===== config.mk =====
export PLATFORM = sky130hd
export DESIGN_NAME = modulo_counter_flat
export DESIGN_NICKNAME = d
export VERILOG_FILES = /design/src/rtl/modulo_counter_if.sv /design/src/rtl/modulo_counter.sv /design/src/flat_wrapper.sv
export SDC_FILE = /design/constraint.sdc
export NUM_CORES = 1
export LEC_CHECK = 0
export ABC_AREA = 1
export BUFFER_PORTS_ARGS = -buffer_cell sky130_fd_sc_hd__buf_2
export CORE_MARGIN = 4
export CORE_UTILIZATION = 40
export DETAILED_ROUTE_END_ITERATION = 10
export PLACE_DENSITY = 0.64
export SLEW_MARGIN = 40
export SYNTH_ARGS = -nofsm -noshare
export SYNTH_HDL_FRONTEND = slang
export SYNTH_SLANG_ARGS = --single-unit
export TNS_END_PERCENT = 100

===== constraint.sdc =====
create_clock -name clock -period 3.05 [get_ports clock]
set_input_delay 0.305 -clock clock [delete_from_list [all_inputs] [get_ports clock]]
set_output_delay 0.305 -clock clock [all_outputs]
set_load 0.005 [all_outputs]

===== src/rtl/modulo_counter_if.sv =====
// Control/status bundle for modulo_counter: step/load/clear controls in, count and status out.
interface modulo_counter_if #(
    parameter int unsigned Size = 5
);
    logic            enable;
    logic            up;
    logic            load;
    logic [Size-1:0] load_value;
    logic            clear;
    logic            overflow_clear;
    logic [Size-1:0] count;
    logic            terminal;
    logic            wrapped;
    logic            overflow;

    modport master (
        output enable, up, load, load_value, clear, overflow_clear,
        input  count, terminal, wrapped, overflow
    );

    modport slave (
        input  enable, up, load, load_value, clear, overflow_clear,
        output count, terminal, wrapped, overflow
    );
endinterface


===== src/rtl/modulo_counter.sv =====
// Up/down modulo counter with load/clear, wrap or saturate, and terminal/wrapped/overflow status.
// Optional step prescaler enabled by defining MODULO_COUNTER_PRESCALE_EN.
module modulo_counter #(
    parameter int unsigned Size     = 5,
    parameter int unsigned Modulo   = 32,
    parameter int unsigned Saturate = 0,
    parameter int unsigned Prescale = 4
) (
    input logic              clock,
    input logic              reset,
    modulo_counter_if.slave  bus
);
    // One extra bit so Modulo == 2**Size compares cleanly.
    localparam int unsigned    CW       = Size + 1;
    localparam logic [CW-1:0]  MOD_EXT  = CW'(Modulo);
    localparam logic [CW-1:0]  LAST_EXT = CW'(Modulo - 1);
    localparam logic [Size-1:0] LAST    = Size'(Modulo - 1);

    if (Modulo < 2 || Modulo > (1 << Size)) begin : g_bad_modulo
        $error("modulo_counter: Modulo out of range");
    end
    if (Prescale < 1) begin : g_bad_prescale
        $error("modulo_counter: Prescale must be >= 1");
    end

    logic [Size-1:0] count_q, count_d;
    logic            wrapped_q, wrapped_d;
    logic            overflow_q, overflow_d;
    logic            at_top, at_bottom, at_bound;
    logic            step, boundary;

    assign at_top    = {1'b0, count_q} == LAST_EXT;
    assign at_bottom = count_q == '0;
    assign at_bound  = bus.up ? at_top : at_bottom;

`ifdef MODULO_COUNTER_PRESCALE_EN
    localparam int unsigned   PW    = (Prescale > 1) ? $clog2(Prescale) : 1;
    localparam logic [PW-1:0] PLAST = PW'(Prescale - 1);

    logic [PW-1:0] presc_q, presc_d;
    logic          presc_hit;

    assign presc_hit    = presc_q == PLAST;
    assign step         = bus.enable && presc_hit;
    assign bus.terminal = at_bound && presc_hit;

    // Prescaler advances on enable cycles only; clear/load restart it.
    always_comb begin
        presc_d = presc_q;
        if (bus.clear || bus.load) begin
            presc_d = '0;
        end else if (bus.enable) begin
            presc_d = presc_hit ? '0 : presc_q + PW'(1);
        end
    end

    always_ff @(posedge clock or negedge reset) begin
        if (!reset) begin
            presc_q <= '0;
        end else begin
            presc_q <= presc_d;
        end
    end
`else
    assign step         = bus.enable;
    assign bus.terminal = at_bound;
`endif

    assign boundary = step && at_bound && !bus.clear && !bus.load;

    // Next-state: clear > load > step > hold.
    always_comb begin
        count_d    = count_q;
        wrapped_d  = 1'b0;
        overflow_d = overflow_q;
        if (bus.clear) begin
            count_d = '0;
        end else if (bus.load) begin
            count_d = ({1'b0, bus.load_value} < MOD_EXT) ? bus.load_value : LAST;
        end else if (step) begin
            if (bus.up) begin
                if (at_top) count_d = (Saturate != 0) ? LAST : '0;
                else        count_d = count_q + Size'(1);
            end else begin
                if (at_bottom) count_d = (Saturate != 0) ? '0 : LAST;
                else           count_d = count_q - Size'(1);
            end
        end
        if (boundary) begin
            wrapped_d  = 1'b1;
            overflow_d = 1'b1;
        end else if (bus.overflow_clear) begin
            overflow_d = 1'b0;
        end
    end

    always_ff @(posedge clock or negedge reset) begin
        if (!reset) begin
            count_q    <= '0;
            wrapped_q  <= 1'b0;
            overflow_q <= 1'b0;
        end else begin
            count_q    <= count_d;
            wrapped_q  <= wrapped_d;
            overflow_q <= overflow_d;
        end
    end

    assign bus.count    = count_q;
    assign bus.wrapped  = wrapped_q;
    assign bus.overflow = overflow_q;
endmodule


===== src/flat_wrapper.sv =====
// flat-port wrapper written by rule: the top's interface ports become plain ports
module modulo_counter_flat 
#(
    parameter int unsigned Size     = 5,
    parameter int unsigned Modulo   = 32,
    parameter int unsigned Saturate = 0,
    parameter int unsigned Prescale = 4
)
  (clock, reset, bus_enable, bus_up, bus_load, bus_load_value, bus_clear, bus_overflow_clear, bus_count, bus_terminal, bus_wrapped, bus_overflow);
  modulo_counter_if #(.Size(Size)) bus_i ();
  input logic clock;
  input logic reset;
  input wire logic [$bits(bus_i.enable)-1:0] bus_enable;
  input wire logic [$bits(bus_i.up)-1:0] bus_up;
  input wire logic [$bits(bus_i.load)-1:0] bus_load;
  input wire logic [$bits(bus_i.load_value)-1:0] bus_load_value;
  input wire logic [$bits(bus_i.clear)-1:0] bus_clear;
  input wire logic [$bits(bus_i.overflow_clear)-1:0] bus_overflow_clear;
  output wire logic [$bits(bus_i.count)-1:0] bus_count;
  output wire logic [$bits(bus_i.terminal)-1:0] bus_terminal;
  output wire logic [$bits(bus_i.wrapped)-1:0] bus_wrapped;
  output wire logic [$bits(bus_i.overflow)-1:0] bus_overflow;
  assign bus_i.enable = bus_enable;
  assign bus_i.up = bus_up;
  assign bus_i.load = bus_load;
  assign bus_i.load_value = bus_load_value;
  assign bus_i.clear = bus_clear;
  assign bus_i.overflow_clear = bus_overflow_clear;
  assign bus_count = bus_i.count;
  assign bus_terminal = bus_i.terminal;
  assign bus_wrapped = bus_i.wrapped;
  assign bus_overflow = bus_i.overflow;
  modulo_counter #(.Size(Size), .Modulo(Modulo), .Saturate(Saturate), .Prescale(Prescale)) u_core (.clock(clock), .reset(reset), .bus(bus_i));
endmodule

==> results.json <==
{
  "cts.sink_count": 7,
  "timing.fmax_mhz": 539,
  "holdWs_ns": 0.259,
  "register_bit_total_from_synthesis": 7,
  "stage_delay_of_the_slowest_cell_on_the_critical_path_ns": 0.43,
  "synthDominantCellAreaShare": 0.313,
  "cp-start-kind": "flop",
  "clk_pin_slew_ns": 0.05,
  "final_nets": 121,
  "antenna_found_initial": 0,
  "finalMaxSlewViolations": 0,
  "first_global_vias": 555,
  "power.static_leakage_nw": 0.390,
  "postCtsResizedCells": 0,
  "netlist_top_cells_area": "sky130_fd_sc_hd__dfrtp_1 31%, sky130_fd_sc_hd__nand2_1 15%, sky130_fd_sc_hd__ha_1 6.7%, sky130_fd_sc_hd__inv_1 6.7%, sky130_fd_sc_hd__nor2_1 6.7%",
  "period_share": 0.608,
  "mappedNetlistArea_sq_um": 561,
  "die_y_um": 45.4,
  "vdd_drop_max_uv": 431,
  "clock_tree.buffer_depth": 2,
  "placer_congestion_estimate": 0.810,
  "yosysSeqAreaShare": 0.313,
  "n_antenna_cell": 0,
  "tightestPinTransition_ns": 0.356,
  "slew_headroom": 0.763,
  "grt_usage": 0.150,
  "setup_viol": 0,
  "rsz0062_at_grt": "false",
  "cpMaxStageDelayCell": "sky130_fd_sc_hd__dfrtp_1",
  "postCtsSetupBuffers": 0,
  "status": "completed",
  "r2r-start": "u_core.bus.count[1]",
  "worst_r2r_path_depth": 9,
  "leading_cell_type_in_the_layout_fill_and_taps_excluded": "sky130_fd_sc_hd__nand2_1",
  "fin_ws_ns": 1.19,
  "floorplan.rows": 13,
  "postSynthAreaPerCell_sq_um": 6.84,
  "wl_per_cell_um": 10.6,
  "grt_max_degree": 10,
  "layout-drive-gt1-share": 0.295,
  "drc": 0,
  "syn_nets": 97,
  "yosys_warnings": 0,
  "stdcell_count": 120,
  "place_inst": 115,
  "number_of_hold_slack_violations_in_the_final_timing_report": 0,
  "detail_route.vias_per_cell": 4.71,
  "timing.critical_path.cells": "ha_1, nand2_1, nor2_1, ha_1, nand2_1, nand2_1, buf_2",
  "dpl_cell_area_sq_um": 663,
  "drt-total-wl_um": 1270,
  "synthDistinctLibCells": 18,
  "drt_first_pass_iters": 3,
  "timing.hold.worst.class": "in2reg",
  "hold_path_startpoint": "bus_overflow_clear",
  "worst_ep_required_time_ns": 2.74,
  "ctsHtreeMaxLevel": 1,
  "cts_made_buffers": 3,
  "worstReg2RegEnd": "u_core.bus.count[0]",
  "min_to": "u_core.bus.overflow",
  "post-place-ws_ns": 1.47,
  "power.density_cell_area_nw_per_um2": 396,
  "synth_largest_area_cell": "sky130_fd_sc_hd__dfrtp_1",
  "tritoncts": "built",
  "postCtsHoldBufs": 1,
  "worst_hold_path.num_cells": 2,
  "most-common-layout-cells": "22 x sky130_fd_sc_hd__nand2_1, 19 x sky130_fd_sc_hd__buf_2, 10 x sky130_fd_sc_hd__inv_1, 10 x sky130_fd_sc_hd__nor2_1, 7 x sky130_fd_sc_hd__dfrtp_1",
  "crit_path_most_repeated_cell": "sky130_fd_sc_hd__nand2_1",
  "dp_hpwl_um": 1060,
  "grt_pass1_wl_um": 2250,
  "worst_r2r_setup_slack_ns": 1.46,
  "worst_setup_path_class": "reg2out",
  "total_of_max_cap_violations": 0,
  "gr-total-overflow": 0,
  "stdcell_area_sq_um": 699,
  "top_level_ports": 20,
  "worstSetupEndpointType": "output pin",
  "start_util": 0.425,
  "design.core.area_sq_um": 1320,
  "num_vias": 565,
  "setup_tns_ns": 0,
  "worstSkewPairLatency_ns": 0.24,
  "root_buffer": "sky130_fd_sc_hd__clkbuf_4",
  "worst_clock_skew_ns": 0.00255,
  "synthToLayoutAreaGrowth_pct": 24.8,
  "timing.final.crit_period_ns": 1.86,
  "die_w_um": 45.4,
  "dieArea_sq_um": 2060,
  "postSynthCellCount": 82,
  "drt.antenna.violating_nets": 0,
  "port-buffer-count": 19,
  "worstPathArrival_ns": 1.55,
  "path_max_fanout": 6,
  "drt_iter0_markers": 5
}
[routing by layer]
layer / share of wire / wire, um / GRT usage
met1: 0.48 / 602 / 0.190
met2: 0.47 / 590 / 0.242
met3: 0.058 / 73 / 0.0514
met4: 0 / 0 / 0.0351
met5: 0 / 0 / 0
[metrics by stage]
stage                     total power, W   util
final                           0.000277  0.531
after global routing            0.000303  0.531
after CTS                       0.000283  0.531
after detailed placement        0.000199  0.503
after global placement          0.000198  0.503
after floorplan                 0.000170      -
[layout make-up]
type	count	area [sq um]
repair buffers	20	105
inverters	13	48.8
flip-flops and latches	7	175
clock buffers	4	26.3
well taps	15	18.8
multi-input cells	61	325
fillers	142	618
[state kept, by name, summed over array words and instances, names as in the netlist]
| name | cells |
|---|---|
| u_core.bus.count | 5 |
| u_core.bus.wrapped | 1 |
| u_core.bus.overflow | 1 |
[power by group]
| part | switching (W) | internal, W |
|---|---|---|
| Sequential | 0.0000137 | 0.000100 |
| Clock | 0.0000302 | 0.0000497 |
| Combinational | 0.0000465 | 0.0000366 |
[cells by family (layout without fill, tap and decap cells)]
group | after synthesis | in the layout | synth area share
buffers and inverters | 14 | 37 | 0.107
xor gates and xnor gates | 1 | 1 | 0.0156
and+or+nand+nor | 44 | 44 | 0.373
DFF | 7 | 7 | 0.313
AOI/OAI and AO/OA | 13 | 13 | 0.125
adders and majority gates | 3 | 3 | 0.0670
[worst max-delay path by stage]
stage                              from                  end  slack (ns)
finish              u_core.bus.count[1]         bus_terminal        1.19
global route        u_core.bus.count[1]         bus_terminal        1.02
CTS                 u_core.bus.count[1]         bus_terminal        1.18
detailed placement  u_core.bus.count[1]         bus_terminal        1.47
global placement    u_core.bus.count[1]         bus_terminal        1.51
floorplan           u_core.bus.count[1]  u_core.bus.count[0]        1.63
[synthesized netlist by cell type (all sizes together)]
cell type	number
a21oi	4
buf	1
dfrtp	7
ha	3
inv	13
nand2	23
nand3	5
nand4	2
nor2	14
o211ai	2
o21ai	7
xnor2	1
[worst max-delay path: cells and delay by family (launching register included)]
family / cells / cell delay (ns)
fa+ha+maj: 2 / 0.40
buf+inv: 1 / 0.12
flops: 1 / 0.43
simple gates: 4 / 0.36
Power figures use the tool's default switching activity.
